**config.mk**
```make
export PLATFORM = sky130hd
export DESIGN_NAME = pc_ras_unit
export DESIGN_NICKNAME = d
export VERILOG_FILES = /design/src/rtl/mycpu_pkg.sv /design/src/rtl/pc_ras.sv /design/src/rtl/pc_ras_unit.sv
export SDC_FILE = /design/constraint.sdc
export NUM_CORES = 1
export LEC_CHECK = 0
export BUFFER_PORTS_ARGS = -buffer_cell sky130_fd_sc_hd__buf_2
export CAP_MARGIN = 40
export CORE_AREA = 2 2 124 114
export DETAILED_ROUTE_END_ITERATION = 7
export DIE_AREA = 0 0 126 116
export PLACE_DENSITY_LB_ADDON = 0.15
export SETUP_SLACK_MARGIN = 0.02
export SYNTH_ARGS = -nofsm -noshare
export SYNTH_HDL_FRONTEND = slang
export SYNTH_HIERARCHICAL = 1
export SYNTH_SLANG_ARGS = --single-unit
```
**constraint.sdc**
```tcl
create_clock -name clk -period 3.9 [get_ports clk]
set_clock_uncertainty 0.1 [all_clocks]
set_input_delay 0.39 -clock clk [delete_from_list [all_inputs] [get_ports clk]]
set_output_delay 0.39 -clock clk [all_outputs]
set_load 0.05 [all_outputs]
```
**src/rtl/mycpu_pkg.sv**
```systemverilog
// Shared types and defaults for the mycpu core: PC operation encoding and default widths.
package mycpu_pkg;

    localparam int unsigned PC_W_DEF = 16;

    typedef enum logic [2:0] {
        PC_HOLD  = 3'b000,
        PC_INC   = 3'b001,
        PC_BRA   = 3'b010,
        PC_JMP   = 3'b011,
        PC_CALL  = 3'b100,
        PC_RET   = 3'b101,
        PC_CALLR = 3'b110,
        PC_RSVD  = 3'b111
    } pc_op_t;

endpackage

```
**src/rtl/pc_ras.sv**
```systemverilog
// Circular return-address stack; a push while full overwrites the oldest entry.
module pc_ras
    import mycpu_pkg::*;
#(
    parameter int unsigned PC_W      = PC_W_DEF,
    parameter int unsigned RAS_DEPTH = 8
) (
    input  logic            clk,
    input  logic            rst_n,
    input  logic            push,
    input  logic            pop,
    input  logic [PC_W-1:0] push_data,
    output logic [PC_W-1:0] top_data,
    output logic            empty,
    output logic            full,
    output logic            ovf_evt,
    output logic            udf_evt
);

    localparam int unsigned PtrW = $clog2(RAS_DEPTH);
    localparam int unsigned CntW = PtrW + 1;
    localparam logic [PtrW-1:0] PtrOne = PtrW'(1);
    localparam logic [CntW-1:0] CntOne = CntW'(1);
    localparam logic [CntW-1:0] CntMax = CntW'(RAS_DEPTH);

    logic [PC_W-1:0] mem_q [RAS_DEPTH];
    logic [PtrW-1:0] wptr_q, wptr_d, top_idx;
    logic [CntW-1:0] count_q, count_d;

    assign empty    = (count_q == '0);
    assign full     = (count_q == CntMax);
    assign top_idx  = wptr_q - PtrOne;
    assign top_data = mem_q[top_idx];
    assign ovf_evt  = push & full;
    assign udf_evt  = pop & empty;

    always_comb begin
        wptr_d  = wptr_q;
        count_d = count_q;
        if (push) begin
            wptr_d = wptr_q + PtrOne;
            if (!full) begin
                count_d = count_q + CntOne;
            end
        end else if (pop && !empty) begin
            wptr_d  = top_idx;
            count_d = count_q - CntOne;
        end
    end

    always_ff @(posedge clk) begin
        if (!rst_n) begin
            wptr_q  <= '0;
            count_q <= '0;
        end else begin
            wptr_q  <= wptr_d;
            count_q <= count_d;
        end
    end

    // Storage carries no reset; entries are only read while count is non-zero.
    always_ff @(posedge clk) begin
        if (rst_n && push) begin
            mem_q[wptr_q] <= push_data;
        end
    end

endmodule

```
**src/rtl/pc_ras_unit.sv**
```systemverilog
// Next-PC generator: PC register, op decode, next-PC mux, RAS and sticky stack error flags.
module pc_ras_unit
    import mycpu_pkg::*;
#(
    parameter int unsigned     PC_W      = PC_W_DEF,
    parameter int unsigned     RAS_DEPTH = 8,
    parameter logic [PC_W-1:0] RST_VEC   = '0
) (
    input  logic            clk,
    input  logic            rst_n,
    input  logic            en_in,
    input  logic [2:0]      op_in,
    input  logic [PC_W-1:0] ia_in,
    input  logic [PC_W-1:0] ra_in,
    input  logic            clr_err_in,
    output logic [PC_W-1:0] pc_out,
    output logic            ras_empty_out,
    output logic            ras_full_out,
    output logic            ras_ovf_out,
    output logic            ras_udf_out
);

    logic [PC_W-1:0] pc_q, pc_d, pc_inc, pc_rel, top_data;
    logic            push, pop, empty, full, ovf_evt, udf_evt;
    logic            ovf_q, udf_q;

    assign pc_inc = pc_q + PC_W'(1);
    assign pc_rel = pc_q + ia_in;

    always_comb begin
        pc_d = pc_q;
        push = 1'b0;
        pop  = 1'b0;
        if (en_in) begin
            case (pc_op_t'(op_in))
                PC_INC:   pc_d = pc_inc;
                PC_BRA:   pc_d = pc_rel;
                PC_JMP:   pc_d = ra_in;
                PC_CALL: begin
                    push = 1'b1;
                    pc_d = ra_in;
                end
                PC_RET: begin
                    pop  = 1'b1;
                    // Empty stack falls through to the next sequential PC.
                    pc_d = empty ? pc_inc : top_data;
                end
                PC_CALLR: begin
                    push = 1'b1;
                    pc_d = pc_rel;
                end
                default:  pc_d = pc_q;
            endcase
        end
    end

    pc_ras #(
        .PC_W      (PC_W),
        .RAS_DEPTH (RAS_DEPTH)
    ) u_ras (
        .clk       (clk),
        .rst_n     (rst_n),
        .push      (push),
        .pop       (pop),
        .push_data (pc_inc),
        .top_data  (top_data),
        .empty     (empty),
        .full      (full),
        .ovf_evt   (ovf_evt),
        .udf_evt   (udf_evt)
    );

    // A set event in the same cycle as a clear leaves the flag set.
    always_ff @(posedge clk) begin
        if (!rst_n) begin
            pc_q  <= RST_VEC;
            ovf_q <= 1'b0;
            udf_q <= 1'b0;
        end else begin
            pc_q  <= pc_d;
            ovf_q <= (ovf_q & ~clr_err_in) | ovf_evt;
            udf_q <= (udf_q & ~clr_err_in) | udf_evt;
        end
    end

    assign pc_out        = pc_q;
    assign ras_empty_out = empty;
    assign ras_full_out  = full;
    assign ras_ovf_out   = ovf_q;
    assign ras_udf_out   = udf_q;

endmodule

```
==> results.json <==
{
  "port_buffers": 58,
  "startpoint_type": "flop",
  "totalWireLength_um": 17900,
  "die_w_um": 126,
  "rows": 40,
  "async_flop_share": 0,
  "peakVddDrop_uv": 411,
  "slew_viol_final": 0,
  "min_to": "pc_out[7]",
  "cts.repair.resized": 0,
  "setup_tns_ns": 0,
  "grt_pass1_vias": 5056,
  "drc_errors": 0,
  "cp-end-kind": "flop",
  "fillers": 978,
  "grt_use_total": 0.256,
  "clock_path_buffers": 2,
  "finalNetCount": 699,
  "start_util": 0.589,
  "seqCellArea_mm2": 0.00435,
  "yosys.area_share.simple": 0.0912,
  "grt_overflow": 0,
  "synth_top_family_by_area": "compound AO/OA/AOI/OAI gates",
  "die_height_um": 116,
  "drive_gt1_frac": 0.252,
  "p_switching_mw": 1.07,
  "reg2regPathDepth": 10,
  "tightest_slew_ns": 0.835,
  "required_ns": 4.11,
  "cellLeakagePower_nw": 3.23,
  "cts_buffers": 17,
  "area_growth_pct": 12.9,
  "clockRootBuffer": "clkbuf_16",
  "wire_per_inst_um": 21.9,
  "antenna_found_initial": 0,
  "synth-compound-area-share": 0.132,
  "cts_sinks": 153,
  "synthXorXnorAreaFrac": 0.0346,
  "power_frac_clock": 0.384,
  "power_frac_comb": 0.145,
  "slew_headroom": 0.440,
  "yosysTopAreaCell": "edfxtp_1",
  "r2r-start": "u_ras/wptr_q[0]",
  "post-synth-top-count-cell": "edfxtp_1",
  "synthCells": 573,
  "grt_pass1_wl_um": 27900,
  "ys_types": 69,
  "max-cap-violations": 0,
  "finalSetupViolations": 0,
  "crit_chain": "buf_4 -> mux4_2 -> mux2_2 -> nor2b_1 -> o22ai_1 -> a22oi_1 -> a211oi_1 -> o311a_1 -> a21boi_2 -> o221a_2",
  "diodes": 0,
  "ys_ff_latch": 153,
  "yosysSeqAreaShare": 0.558,
  "netlist.area_leader.share": 0.494,
  "path_buf_inv": 1,
  "syn-cell-area_mm2": 0.00778,
  "p_int_mw": 2.86,
  "clk_pin_slew_ns": 0.06,
  "synthTopCellsByCount": "edfxtp_1, nor2_1, nand2_1, a21oi_1, mux4_2",
  "clkLatencyLatePin_ns": 0.42,
  "cts_tree": "done",
  "routabilityCongestion": 0.943,
  "crit_family": "compound AO/OA/AOI/OAI gates",
  "synth-adder-area-share": 0.0373,
  "syn_area_per_cell_um2": 13.6,
  "rsz0062_at_grt": "no",
  "synth_ff_type": "edfxtp_1",
  "h-tree-depth": 4,
  "drt-initial-drc-count": 485,
  "holdPathStages": 3,
  "fmax_mhz": 320,
  "hold_ws_ns": 0.180,
  "path_class": "reg -> reg",
  "seq_power_share": 0.471,
  "hp-start": "ra_in[7]",
  "cp.arrival_ns": 3.34,
  "dp.final_hpwl_um": 12200,
  "syn-num-nets": 634,
  "period_share": 0.801,
  "p_sw_frac": 0.272,
  "slowest_delay_ns": 0.58,
  "cp_max_fo": 37,
  "multi_input_area_mm2": 0.00323,
  "synthTopCellsByArea": "edfxtp_1, mux4_2, dfxtp_1, ha_1, mux2_2",
  "die-area_mm2": 0.0146,
  "hold_viol_final": 0,
  "post-cts-setup-buffer-count": 0,
  "route.antenna.remaining_nets": 0,
  "viasPerCell": 6.35,
  "period_minus_slack_ns": 3.13,
  "via_count": 5202,
  "reg2reg_slack_ns": 0.77,
  "ios": 59,
  "synth_warnings": 6,
  "hold_class": "in -> reg",
  "synth_edf_count": 128,
  "r2r_end": "pc_out[15]",
  "crit_slowest_cell": "mux4_2",
  "status": "completed",
  "powerDensity_mw_per_mm2": 447,
  "yosys-mux-area-fraction": 0.119,
  "core_mm2": 0.0132,
  "firstDrtPassIters": 5,
  "grt_start_max_net_pins": 38,
  "cts_hold_buffers": 0
}
[worst max path at each step]
stage,startpoint,end,slack (ns),cells past startpoint
after floorplan,u_ras/count_q[3],pc_out[10],0.04,9
after detailed placement,u_ras/wptr_q[0],pc_out[15],0.81,10
after global routing,u_ras/wptr_q[0],pc_out[15],0.56,10
after CTS,u_ras/wptr_q[0],pc_out[15],0.78,10
final,u_ras/wptr_q[0],pc_out[15],0.77,10
after global placement,u_ras/wptr_q[0],pc_out[15],0.86,10
[cell type report]
type	instances	share of cell area
clock buffer	19	0.0493
clock inverter	13	0.0125
inverter	12	0.00513
multi-input combinational	382	0.368
sequential	153	0.495
tap	168	0.0239
timing repair buffer	72	0.0464
[cells in the final DEF, fill, tap and decap left out, drive strengths merged, types with 4 or more instances in the layout]
master	netlist	routed
edfxtp	128	128
buf	16	72
nor2	37	37
nand2	34	34
a21oi	33	33
mux4	32	32
o21ai	28	28
dfxtp	25	25
ha	20	20
clkbuf	10	19
inv	12	19
xnor2	16	16
mux2	16	16
nand3	15	15
a221oi	14	14
xor2	13	13
a211oi	10	10
o21a	8	8
nand4	8	8
and2	8	8
and3	7	7
o211ai	7	7
o21bai	7	7
nor3	7	7
nor2b	6	6
a221o	5	5
nand2b	4	4
a21o	4	4
[worst register-to-register path, delay by kind of cell (launching register included)]
family          cells  cell delay (ns)
buf+inv             1             0.54
simple gates        1             0.13
compound gates      6             1.08
flops               1             0.33
mux                 2             0.84
[sequential cells by signal, summed over array words and instances, names as in the netlist]
signal and count:
u_ras/mem_q 128, pc_out 16, u_ras/count_q 4, u_ras/wptr_q 3, ras_ovf_out 1, ras_udf_out 1
[layer usage]
metal | vias up | share of wire | GRT usage | routed length, um
met5 | - | 0 | 0 | 0
met4 | 0 | 0.014 | 0.0659 | 250
met3 | 25 | 0.056 | 0.0614 | 1010
met2 | 174 | 0.48 | 0.414 | 8690
met1 | 2582 | 0.45 | 0.357 | 8000
li1 | 2421 | - | - | -
[through the flow]
step | power (mW) | instance area (um2) | worst slack, ns | utilization | instances
2_1_floorplan | 2.29 | 7780 | 0.0430 | - | 573
3_3_place_gp | 2.43 | 8230 | 0.856 | 0.623 | 786
3_5_place_dp | 2.44 | 8230 | 0.810 | 0.623 | 786
4_1_cts | 3.95 | 8780 | 0.775 | 0.664 | 818
5_1_grt | 4.07 | 8780 | 0.564 | 0.665 | 819
6_report | 3.92 | 8780 | 0.775 | 0.665 | 819
[power groups by stage]
stage	logic [mW]	registers (mW)	clock network (mW)
2_1_floorplan	0.368	1.92	0
3_3_place_gp	0.549	1.88	0
3_5_place_dp	0.560	1.88	0
4_1_cts	0.565	1.85	1.53
5_1_grt	0.614	1.85	1.61
6_report	0.568	1.85	1.51
[cells by family after synthesis]
| family | count (synthesis) |
|---|---|
| AO/OA/AOI/OAI | 146 |
| XOR/XNOR | 29 |
| adder cells (fa/ha/maj) | 22 |
| buffers and inverters | 38 |
| flip-flops | 153 |
| multiplexers | 48 |
| AND/OR/NAND/NOR | 137 |
(Power assumes the default switching activity.)
